**src/rtl/rand_word_assembler_if.sv**
```systemverilog
// rand_word_assembler_if
//   Bundles the request, serial-bit, word handshake and status signals of
//   rand_word_assembler. Signal prefixes (i_/o_) are from the assembler's
//   point of view.
//   Modports:
//     slave  - the assembler. Inputs: i_start, i_rnd_bit, i_rnd_ready.
//              Outputs: o_rnd_word, o_rnd_valid, o_busy, o_reject_cnt.
//     master - the LFSR/game-logic side. Same signals, opposite directions.
//   Parameter:
//     WIDTH  - random word width. It must match the assembler's WIDTH.
interface rand_word_assembler_if #(
  parameter int WIDTH = 8
);
  logic             i_start;
  logic             i_rnd_bit;
  logic             i_rnd_ready;
  logic [WIDTH-1:0] o_rnd_word;
  logic             o_rnd_valid;
  logic             o_busy;
  logic [7:0]       o_reject_cnt;

  modport slave (
    input  i_start, i_rnd_bit, i_rnd_ready,
    output o_rnd_word, o_rnd_valid, o_busy, o_reject_cnt
  );

  modport master (
    output i_start, i_rnd_bit, i_rnd_ready,
    input  o_rnd_word, o_rnd_valid, o_busy, o_reject_cnt
  );
endinterface

```
**src/rtl/rand_word_assembler.sv**
```systemverilog
// rand_word_assembler
//   Collects WIDTH consecutive serial random bits from the LFSR into a word.
//   The first bit received becomes the MSB of the word. The word is then
//   offered to game logic through a valid/ready handshake. After each
//   handshake the block waits GAP idle cycles, so that consecutive words
//   do not share a run of LFSR bits.
//   Optional feature (macro RAND_REJECT_EN):
//     When RAND_REJECT_EN is defined, a completed word greater than MAX_VAL
//     is dropped and a fresh word is collected. o_reject_cnt counts these
//     rejections and saturates at 255.
//     When RAND_REJECT_EN is not defined, every word is accepted and
//     o_reject_cnt stays 0. The port list is the same in both builds.
//   Ports:
//     i_clk   - system clock, rising edge
//     i_rst_n - asynchronous reset, active low
//     bus     - rand_word_assembler_if.slave:
//               i_start      - request one word; only acted on in IDLE
//               i_rnd_bit    - serial random bit, sampled every clock
//               i_rnd_ready  - consumer accepts the word
//               o_rnd_word   - assembled word; held stable while valid
//               o_rnd_valid  - word available
//               o_busy       - high in every state except IDLE
//               o_reject_cnt - saturating count of rejected words
//   Parameters:
//     WIDTH   - word width, 2..16
//     MAX_VAL - largest accepted value (used with RAND_REJECT_EN only)
//     GAP     - idle cycles after each handshake; 0 is allowed
module rand_word_assembler #(
  parameter int WIDTH   = 8,
  parameter int MAX_VAL = 199,
  parameter int GAP     = 2
) (
  input logic                   i_clk,
  input logic                   i_rst_n,
  rand_word_assembler_if.slave  bus
);

`ifdef RAND_REJECT_EN
  localparam bit REJECT_EN = 1'b1;
`else
  localparam bit REJECT_EN = 1'b0;
`endif

  localparam int BCW = $clog2(WIDTH);
  localparam int GCW = (GAP > 1) ? $clog2(GAP) : 1;

  typedef enum logic [1:0] {
    IDLE    = 2'd0,
    COLLECT = 2'd1,
    HOLD    = 2'd2,
    GAPW    = 2'd3
  } state_t;

  state_t             r_state;
  state_t             w_stateNext;
  logic [WIDTH-2:0]   r_shiftReg;
  logic [BCW-1:0]     r_bitCnt;
  logic [GCW-1:0]     r_gapCnt;
  logic [WIDTH-1:0]   r_word;
  logic               r_valid;
  logic [7:0]         r_rejectCnt;
  logic [WIDTH-1:0]   w_word;
  logic               w_lastBit;
  logic               w_reject;
  logic               w_gapDone;

  // The shift register only needs WIDTH-1 bits. The word is completed by
  // appending the bit that arrives on the final collect edge.
  assign w_word    = {r_shiftReg, bus.i_rnd_bit};
  assign w_lastBit = (r_state == COLLECT) && (r_bitCnt == BCW'(WIDTH - 1));
  // REJECT_EN is a constant. In the default build it removes the comparison.
  assign w_reject  = REJECT_EN && (w_word > WIDTH'(MAX_VAL));
  assign w_gapDone = (r_gapCnt == GCW'(GAP - 1));

  assign bus.o_rnd_word   = r_word;
  assign bus.o_rnd_valid  = r_valid;
  assign bus.o_busy       = (r_state != IDLE);
  assign bus.o_reject_cnt = r_rejectCnt;

  // State register.
  always_ff @(posedge i_clk or negedge i_rst_n) begin
    if (!i_rst_n) begin
      r_state <= IDLE;
    end else begin
      r_state <= w_stateNext;
    end
  end

  // Next-state logic.
  // A rejected word keeps the FSM in COLLECT so that a fresh word is built.
  // With GAP == 0 the handshake returns the FSM straight to IDLE.
  always_comb begin
    w_stateNext = r_state;
    case (r_state)
      IDLE:    if (bus.i_start) w_stateNext = COLLECT;
      COLLECT: if (w_lastBit && !w_reject) w_stateNext = HOLD;
      HOLD:    if (bus.i_rnd_ready) w_stateNext = (GAP > 0) ? GAPW : IDLE;
      GAPW:    if (w_gapDone) w_stateNext = IDLE;
      default: w_stateNext = IDLE;
    endcase
  end

  // Datapath: bit collection, word capture, handshake flag, gap timer and
  // reject counter.
  // r_word is left unchanged after the handshake so that consumers may
  // still read it. Reset discards any partially collected word.
  always_ff @(posedge i_clk or negedge i_rst_n) begin
    if (!i_rst_n) begin
      r_shiftReg  <= '0;
      r_bitCnt    <= '0;
      r_gapCnt    <= '0;
      r_word      <= '0;
      r_valid     <= 1'b0;
      r_rejectCnt <= 8'd0;
    end else begin
      case (r_state)
        IDLE: begin
          if (bus.i_start) r_bitCnt <= '0;
        end
        COLLECT: begin
          r_shiftReg <= w_word[WIDTH-2:0];
          if (w_lastBit) begin
            r_bitCnt <= '0;
            if (w_reject) begin
              if (r_rejectCnt != 8'hFF) r_rejectCnt <= r_rejectCnt + 8'd1;
            end else begin
              r_word  <= w_word;
              r_valid <= 1'b1;
            end
          end else begin
            r_bitCnt <= r_bitCnt + BCW'(1);
          end
        end
        HOLD: begin
          if (bus.i_rnd_ready) begin
            r_valid  <= 1'b0;
            r_gapCnt <= '0;
          end
        end
        GAPW: begin
          r_gapCnt <= r_gapCnt + GCW'(1);
        end
        default: ;
      endcase
    end
  end

endmodule

```
**src/flat_wrapper.sv**
```systemverilog
// flat-port wrapper written by rule: the top's interface ports become plain ports
module rand_word_assembler_flat 
#(
  parameter int WIDTH   = 8,
  parameter int MAX_VAL = 199,
  parameter int GAP     = 2
)
  (i_clk, i_rst_n, bus_i_start, bus_i_rnd_bit, bus_i_rnd_ready, bus_o_rnd_word, bus_o_rnd_valid, bus_o_busy, bus_o_reject_cnt);
  rand_word_assembler_if #(.WIDTH(WIDTH)) bus_i ();
  input logic i_clk;
  input logic i_rst_n;
  input wire logic [$bits(bus_i.i_start)-1:0] bus_i_start;
  input wire logic [$bits(bus_i.i_rnd_bit)-1:0] bus_i_rnd_bit;
  input wire logic [$bits(bus_i.i_rnd_ready)-1:0] bus_i_rnd_ready;
  output wire logic [$bits(bus_i.o_rnd_word)-1:0] bus_o_rnd_word;
  output wire logic [$bits(bus_i.o_rnd_valid)-1:0] bus_o_rnd_valid;
  output wire logic [$bits(bus_i.o_busy)-1:0] bus_o_busy;
  output wire logic [$bits(bus_i.o_reject_cnt)-1:0] bus_o_reject_cnt;
  assign bus_i.i_start = bus_i_start;
  assign bus_i.i_rnd_bit = bus_i_rnd_bit;
  assign bus_i.i_rnd_ready = bus_i_rnd_ready;
  assign bus_o_rnd_word = bus_i.o_rnd_word;
  assign bus_o_rnd_valid = bus_i.o_rnd_valid;
  assign bus_o_busy = bus_i.o_busy;
  assign bus_o_reject_cnt = bus_i.o_reject_cnt;
  rand_word_assembler #(.WIDTH(WIDTH), .MAX_VAL(MAX_VAL), .GAP(GAP)) u_core (.i_clk(i_clk), .i_rst_n(i_rst_n), .bus(bus_i));
endmodule
```
**config.mk**
```make
export PLATFORM = sky130hd
export DESIGN_NAME = rand_word_assembler_flat
export DESIGN_NICKNAME = d
export VERILOG_FILES = /design/src/rtl/rand_word_assembler_if.sv /design/src/rtl/rand_word_assembler.sv /design/src/flat_wrapper.sv
export SDC_FILE = /design/constraint.sdc
export NUM_CORES = 1
export LEC_CHECK = 0
export BUFFER_PORTS_ARGS = -buffer_cell sky130_fd_sc_hd__buf_2
export CORE_AREA = 2 2 51 53
export DETAILED_ROUTE_END_ITERATION = 12
export DIE_AREA = 0 0 53 55
export HOLD_SLACK_MARGIN = 0.03
export PLACE_DENSITY_LB_ADDON = 0.08
export SKIP_CTS_REPAIR_TIMING = 1
export SLEW_MARGIN = 15
export SYNTH_ARGS = -nofsm -noshare
export SYNTH_HDL_FRONTEND = slang
export SYNTH_SLANG_ARGS = --single-unit
```
**constraint.sdc**
```tcl
create_clock -name i_clk -period 1.35 [get_ports i_clk]
set_input_delay 0.27 -clock i_clk [delete_from_list [all_inputs] [get_ports i_clk]]
set_output_delay 0.27 -clock i_clk [all_outputs]
set_load 0.01 [all_outputs]
```
==> Yosys cells after proc, flatten, opt, wreduce, memory -nomap -nowiden <==
Index checks and enable logic that the tools add are counted.
{ "totals": {"wordCells": 39, "regBits": 22, "output_inout_bits": 18, "inputBits": 5} }
{ "op_classes": {"addsub": 2, "n_reduce_logical": 11, "muxes": 12, "eq_ne": 8} }
{ "op_table": {"columns": ["operator", "n"], "rows": [
  ["two-way mux 2 bit", 4],
  ["one-hot mux 2 bit (4 select lines)", 1],
  ["nonzero test 2 bit", 4],
  ["two-way mux 3 bit", 2],
  ["one-hot mux 3 bit (2 select lines)", 1],
  ["AND reduction 2 bit", 3],
  ["== test 2 bit, second input constant", 2],
  ["!= test 2 x 1 -> 1 bit, second input constant", 2],
  ["!= test 2 bit, second input constant", 2],
  ["one-hot mux 1 bit (2 select lines)", 2],
  ["AND reduction 4 bit", 1],
  ["adder 3 x 1 -> 3 bit, second input constant", 1],
  ["== test 3 bit, second input constant", 1],
  ["AND reduction 3 bit", 1],
  ["== test 2 x 1 -> 1 bit, second input constant", 1],
  ["zero test 2 bit", 1],
  ["two-way mux 1 bit", 2],
  ["adder 1 bit, second input constant", 1],
  ["logical AND 1 bit", 1]
]} }

==> Depth between registers and ports, before layout <==
{ "logic_depth": {"ltp_word": 4, "ltp_mapped": 6, "ltp_nobuf": 5} }

==> Worst setup path before layout <==
OpenSTA, ideal clock, no wires.
{ "synth_timing": {"kind": "register -> register", "start": "reg u_core.r_bitCnt[0]", "end": "reg u_core.r_state[1]", "arrival_time_ns": 1.386, "t_required_ns": 1.225, "setup_ns": 0.125, "path_slack_ns": -0.161, "n_path_buf": 0, "stages_incl_launch_ff": 6, "synth_period_minus_slack_ns": 1.511, "path_cell_list": "dfrtp_1 -> ha_1 -> ha_1 -> nand2b_1 -> o2111a_1 -> mux2_4"} }
{ "synth_via": {"elab_chain_len": 4} }
{ "synth_rtl": {"columns": ["element", "line_no", "source"], "rows": [
  ["from (decl)", "rand_word_assembler.sv:57", "logic [BCW-1:0] r_bitCnt;"],
  ["from (signal assigned)", "rand_word_assembler.sv:131", "r_bitCnt <= r_bitCnt + BCW'(1);"],
  ["== test 3 bit", "rand_word_assembler.sv:70", "assign w_lastBit = (r_state == COLLECT) && (r_bitCnt == BCW'(WIDTH - 1));"],
  ["logical AND 1 bit", "rand_word_assembler.sv:70", null],
  ["!= test 2 x 1 -> 1 bit (no line)", null, null],
  ["AND reduction 4 bit (no line)", null, null],
  ["to (signal assigned)", "rand_word_assembler.sv:85", "r_state <= w_stateNext;"],
  ["to (decl)", "rand_word_assembler.sv:54", "state_t r_state;"]
]} }
No other way between the ends.
A chain may end at the register's enable or synchronous reset.

==> Final worst setup path <==
{ "layout_timing": {"start": "reg u_core.r_state[0]", "end": "reg u_core.r_state[1]"} }
{ "layout_via": {"elab_chain_len": 4, "elab_cells_between_ends": 11, "classes_between": "7 x eq/ne; 1 x mux; 3 x reduce/logical"} }
{ "layout_rtl": {"columns": ["element", "line_no"], "rows": [
  ["== test 2 x 1 -> 1 bit", "rand_word_assembler.sv:70, rand_word_assembler.sv:94"],
  ["logical AND 1 bit", "rand_word_assembler.sv:70"],
  ["!= test 2 x 1 -> 1 bit (no line)", null],
  ["AND reduction 4 bit (no line)", null]
]} }
Parallel ways exist; a longest one is shown, timed or not.

==> results.cfg <==
[pwr]
power.static_leakage_nw = 0.727
irDropWorstVdd_v = 0.00136
pwr_density_cell_nw_per_um2 = 2130

[setup_path]
timing.critical_path.arrival_ns = 1.72
worst-endpoint-required_ns = 1.55
cell_count_along_the_critical_path = 5
r2r_slack_ns = -0.17
path_buf_inv = 1
path_max_fanout = 4
cp_cell_sequence = buf_6 -> ha_4 -> or2b_1 -> o2111a_1 -> mux2_4
timing.rr.start = u_core.r_state[0]
critPathCapture = u_core.r_state[1]
critical_path.startpoint_type = register
criticalPathCategory = reg2reg
setup.worst_path.end_class = register
path_delay_family = flip-flops
worst_path_max_delay_cell = sky130_fd_sc_hd__dfrtp_2
cell_depth_of_the_worst_flop_to_flop_path = 5
startpoint = u_core.r_state[0]
critical_path.reg2reg.endpoint = u_core.r_state[1]
critPathMaxStageDelay_ns = 0.47

[route]
dr.pass1.iters = 1
detail-route-antenna-nets = 0
drt_first_iter_violations = 0
detailroute.via_count = 666
wire_per_inst_um = 13.2
drc = 0
routed_via_density = 4.66
routed_wirelength_um = 1890

[clocking]
ctsLongestPathBuffers = 2
root_buffer = sky130_fd_sc_hd__clkbuf_4
cts_max_level = 1
clkSinkCount = 22
cts.reportedPaths.clkPinSlew_ns = 0.13
cts_tree = built
cts_made_buffers = 3
insertion_delay_ns = 0.31

[timing]
fmax_ghz = 0.656
sum_of_negative_setup_slack_ns = -1.13
rsz0062_at_grt = yes
timing.final.max_slew_violations = 0
worst_clock_skew_ns = 0.00790
post-route-min-period_ns = 1.52
timing.final.crit_share_pct = 113
setup_violations = 21
timing.hold.ws_ns = 0.168
finalWorstSetupSlack_ns = -0.175
hold_viol_final = 0

[synth]
yosysSeqAreaShare_pct = 51.5
post-synth-top-area-fraction_pct = 51.5
netlist-cell-type-count = 23
synth_area_um2 = 1070
syn_area_per_cell_um2 = 13.7
seq_cells_post_synth = 22
syn-instance-count = 78
yosys_warnings = 0
synth_top_area_cell = sky130_fd_sc_hd__dfrtp_1
synthTopCellsByArea = sky130_fd_sc_hd__dfrtp_1 (51%), sky130_fd_sc_hd__mux2_2 (17%), sky130_fd_sc_hd__ha_1 (9.4%)

[final_layout]
nNetsFinal = 127
n_fill_cell = 174
flow.area_growth_from_synthesis_pct = 37.0
seqCellArea_um2 = 552
multi_input_comb_area_um2 = 556
n_antenna_cell = 0
drive_above_1_share_pct = 59.3

[die]
start_util_pct = 45.2
fp.dieArea_um2 = 2920
chipWidth_um = 53
placementRows = 18
floorplan.die.height_um = 55
floorplan.core_area_um2 = 2360
ios = 23

[grt]
first_global_vias = 631
grtUsageTotal_pct = 14.1
grt_first_pass_wirelength_um = 2890
grt_remaining_overflow = 0
grt_start_max_net_pins = 23
antenna_found_initial = 0

[min_path]
hold_path_class = in2reg
hold-path-cell-count = 2

[placed_design]
gp_congestion = 0.686
io_buffers = 14
detailedPlacementHpwl_um = 1320

[job]
max_cap_violations = 0

[outcome]
violated_checks = setup timing
run_status = finished with violations
layout by cell type, fill, tap and decap left out, types with 2 or more instances in the layout:
master,Yosys,routed
sky130_fd_sc_hd__inv_2,0,2
sky130_fd_sc_hd__buf_12,0,2
sky130_fd_sc_hd__conb_1,1,8
sky130_fd_sc_hd__mux2_2,16,8
sky130_fd_sc_hd__ha_1,8,2
sky130_fd_sc_hd__buf_4,8,14
sky130_fd_sc_hd__buf_6,1,3
sky130_fd_sc_hd__a31oi_1,2,2
sky130_fd_sc_hd__mux2_4,1,9
sky130_fd_sc_hd__dfrtp_1,22,21
sky130_fd_sc_hd__a22o_2,2,2
sky130_fd_sc_hd__ha_2,0,2
sky130_fd_sc_hd__buf_2,0,13
sky130_fd_sc_hd__ha_4,0,4
sky130_fd_sc_hd__clkbuf_4,0,3
where the power goes:
| group | switching [mW] | internal, mW | total [mW] | leakage, nW |
|---|---|---|---|---|
| clock | 0.202 | 0.300 | 0.502 | 0.0279 |
| combinational | 0.602 | 0.941 | 1.54 | 0.437 |
| sequential | 0.173 | 0.907 | 1.08 | 0.262 |
| total | 0.976 | 2.15 | 3.12 | 0.727 |
registers in the layout, summed over array words and instances (netlist names):
register                flops
u_core.bus.o_rnd_word       8
u_core.r_shiftReg           7
u_core.r_bitCnt             3
u_core.r_state              2
u_core.bus.o_rnd_valid      1
u_core.r_gapCnt             1
routing by layer:
| metal | part of all wire, % | global-route usage (%) | routed length, um |
|---|---|---|---|
| met5 | 0 | 0 | 0 |
| met3 | 3.0 | 4.03 | 56 |
| met2 | 53 | 25.0 | 998 |
| met4 | 0.90 | 6.41 | 17 |
| met1 | 43 | 15.7 | 814 |
worst min path at each step:
stage	to	slack (ns)	start
2_1_floorplan	u_core.bus.o_rnd_valid	-0.03	i_rst_n
3_3_place_gp	u_core.bus.o_rnd_word[3]	0.26	i_rst_n
3_5_place_dp	u_core.bus.o_rnd_word[3]	0.26	i_rst_n
4_1_cts	u_core.bus.o_rnd_word[3]	-0.09	i_rst_n
5_1_grt	u_core.bus.o_rnd_valid	0.16	bus_i_rnd_ready
6_report	u_core.bus.o_rnd_valid	0.17	bus_i_rnd_ready
layout make-up:
| class | count | share of cell area [%] |
|---|---|---|
| repair buffers | 33 | 17.3 |
| clock inverters | 1 | 2.05 |
| inverters | 3 | 0.939 |
| multi-input cells | 51 | 37.9 |
| well taps | 30 | 2.56 |
| flip-flops and latches | 22 | 37.7 |
| clock buffers | 3 | 1.54 |
cell usage after synthesis:
| library cell | count |
|---|---|
| sky130_fd_sc_hd__nand3b_1 | 1 |
| sky130_fd_sc_hd__o21ai_0 | 1 |
| sky130_fd_sc_hd__and3b_1 | 1 |
| sky130_fd_sc_hd__nor2_1 | 1 |
| sky130_fd_sc_hd__conb_1 | 1 |
| sky130_fd_sc_hd__or2b_1 | 1 |
| sky130_fd_sc_hd__mux2_2 | 16 |
| sky130_fd_sc_hd__mux2_4 | 1 |
| sky130_fd_sc_hd__a21oi_1 | 1 |
| sky130_fd_sc_hd__buf_4 | 8 |
| sky130_fd_sc_hd__xnor2_1 | 1 |
| sky130_fd_sc_hd__nand2_4 | 1 |
| sky130_fd_sc_hd__inv_1 | 3 |
| sky130_fd_sc_hd__o21bai_1 | 1 |
| sky130_fd_sc_hd__dfrtp_1 | 22 |
| sky130_fd_sc_hd__a22o_2 | 2 |
| sky130_fd_sc_hd__a31oi_1 | 2 |
| sky130_fd_sc_hd__o2111a_1 | 1 |
| sky130_fd_sc_hd__buf_6 | 1 |
| sky130_fd_sc_hd__mux2i_1 | 1 |
| sky130_fd_sc_hd__nor2b_1 | 1 |
| sky130_fd_sc_hd__ha_1 | 8 |
| sky130_fd_sc_hd__nand2b_1 | 2 |
cell families (layout without fill, tap and decap cells):
| logic type | count (synthesis) | count (layout) | synth area share, % |
|---|---|---|---|
| muxes | 18 | 18 | 19.2 |
| buffers and inverters | 12 | 40 | 7.72 |
| adders and majority gates | 8 | 8 | 9.36 |
| AOI/OAI and AO/OA | 8 | 8 | 5.73 |
| and+or+nand+nor | 8 | 8 | 5.38 |
| xor gates and xnor gates | 1 | 1 | 0.819 |
| DFF | 22 | 22 | 51.5 |
| other | 1 | 8 | 0.351 |
through the flow:
step	total power, mW	std cells	utilization [%]	instance area, um^2	setup slack (ns)
final	3.12	143	62.0	1470	-0.175
after global routing	3.35	143	62.0	1470	-0.219
after CTS	2.84	136	56.1	1330	-0.269
after detailed placement	2.33	132	53.9	1270	-0.134
after global placement	2.28	132	53.9	1270	-0.0885
after floorplan	1.89	85	-	1120	-0.0622
Note: power is estimated with default switching activity, not from simulation.
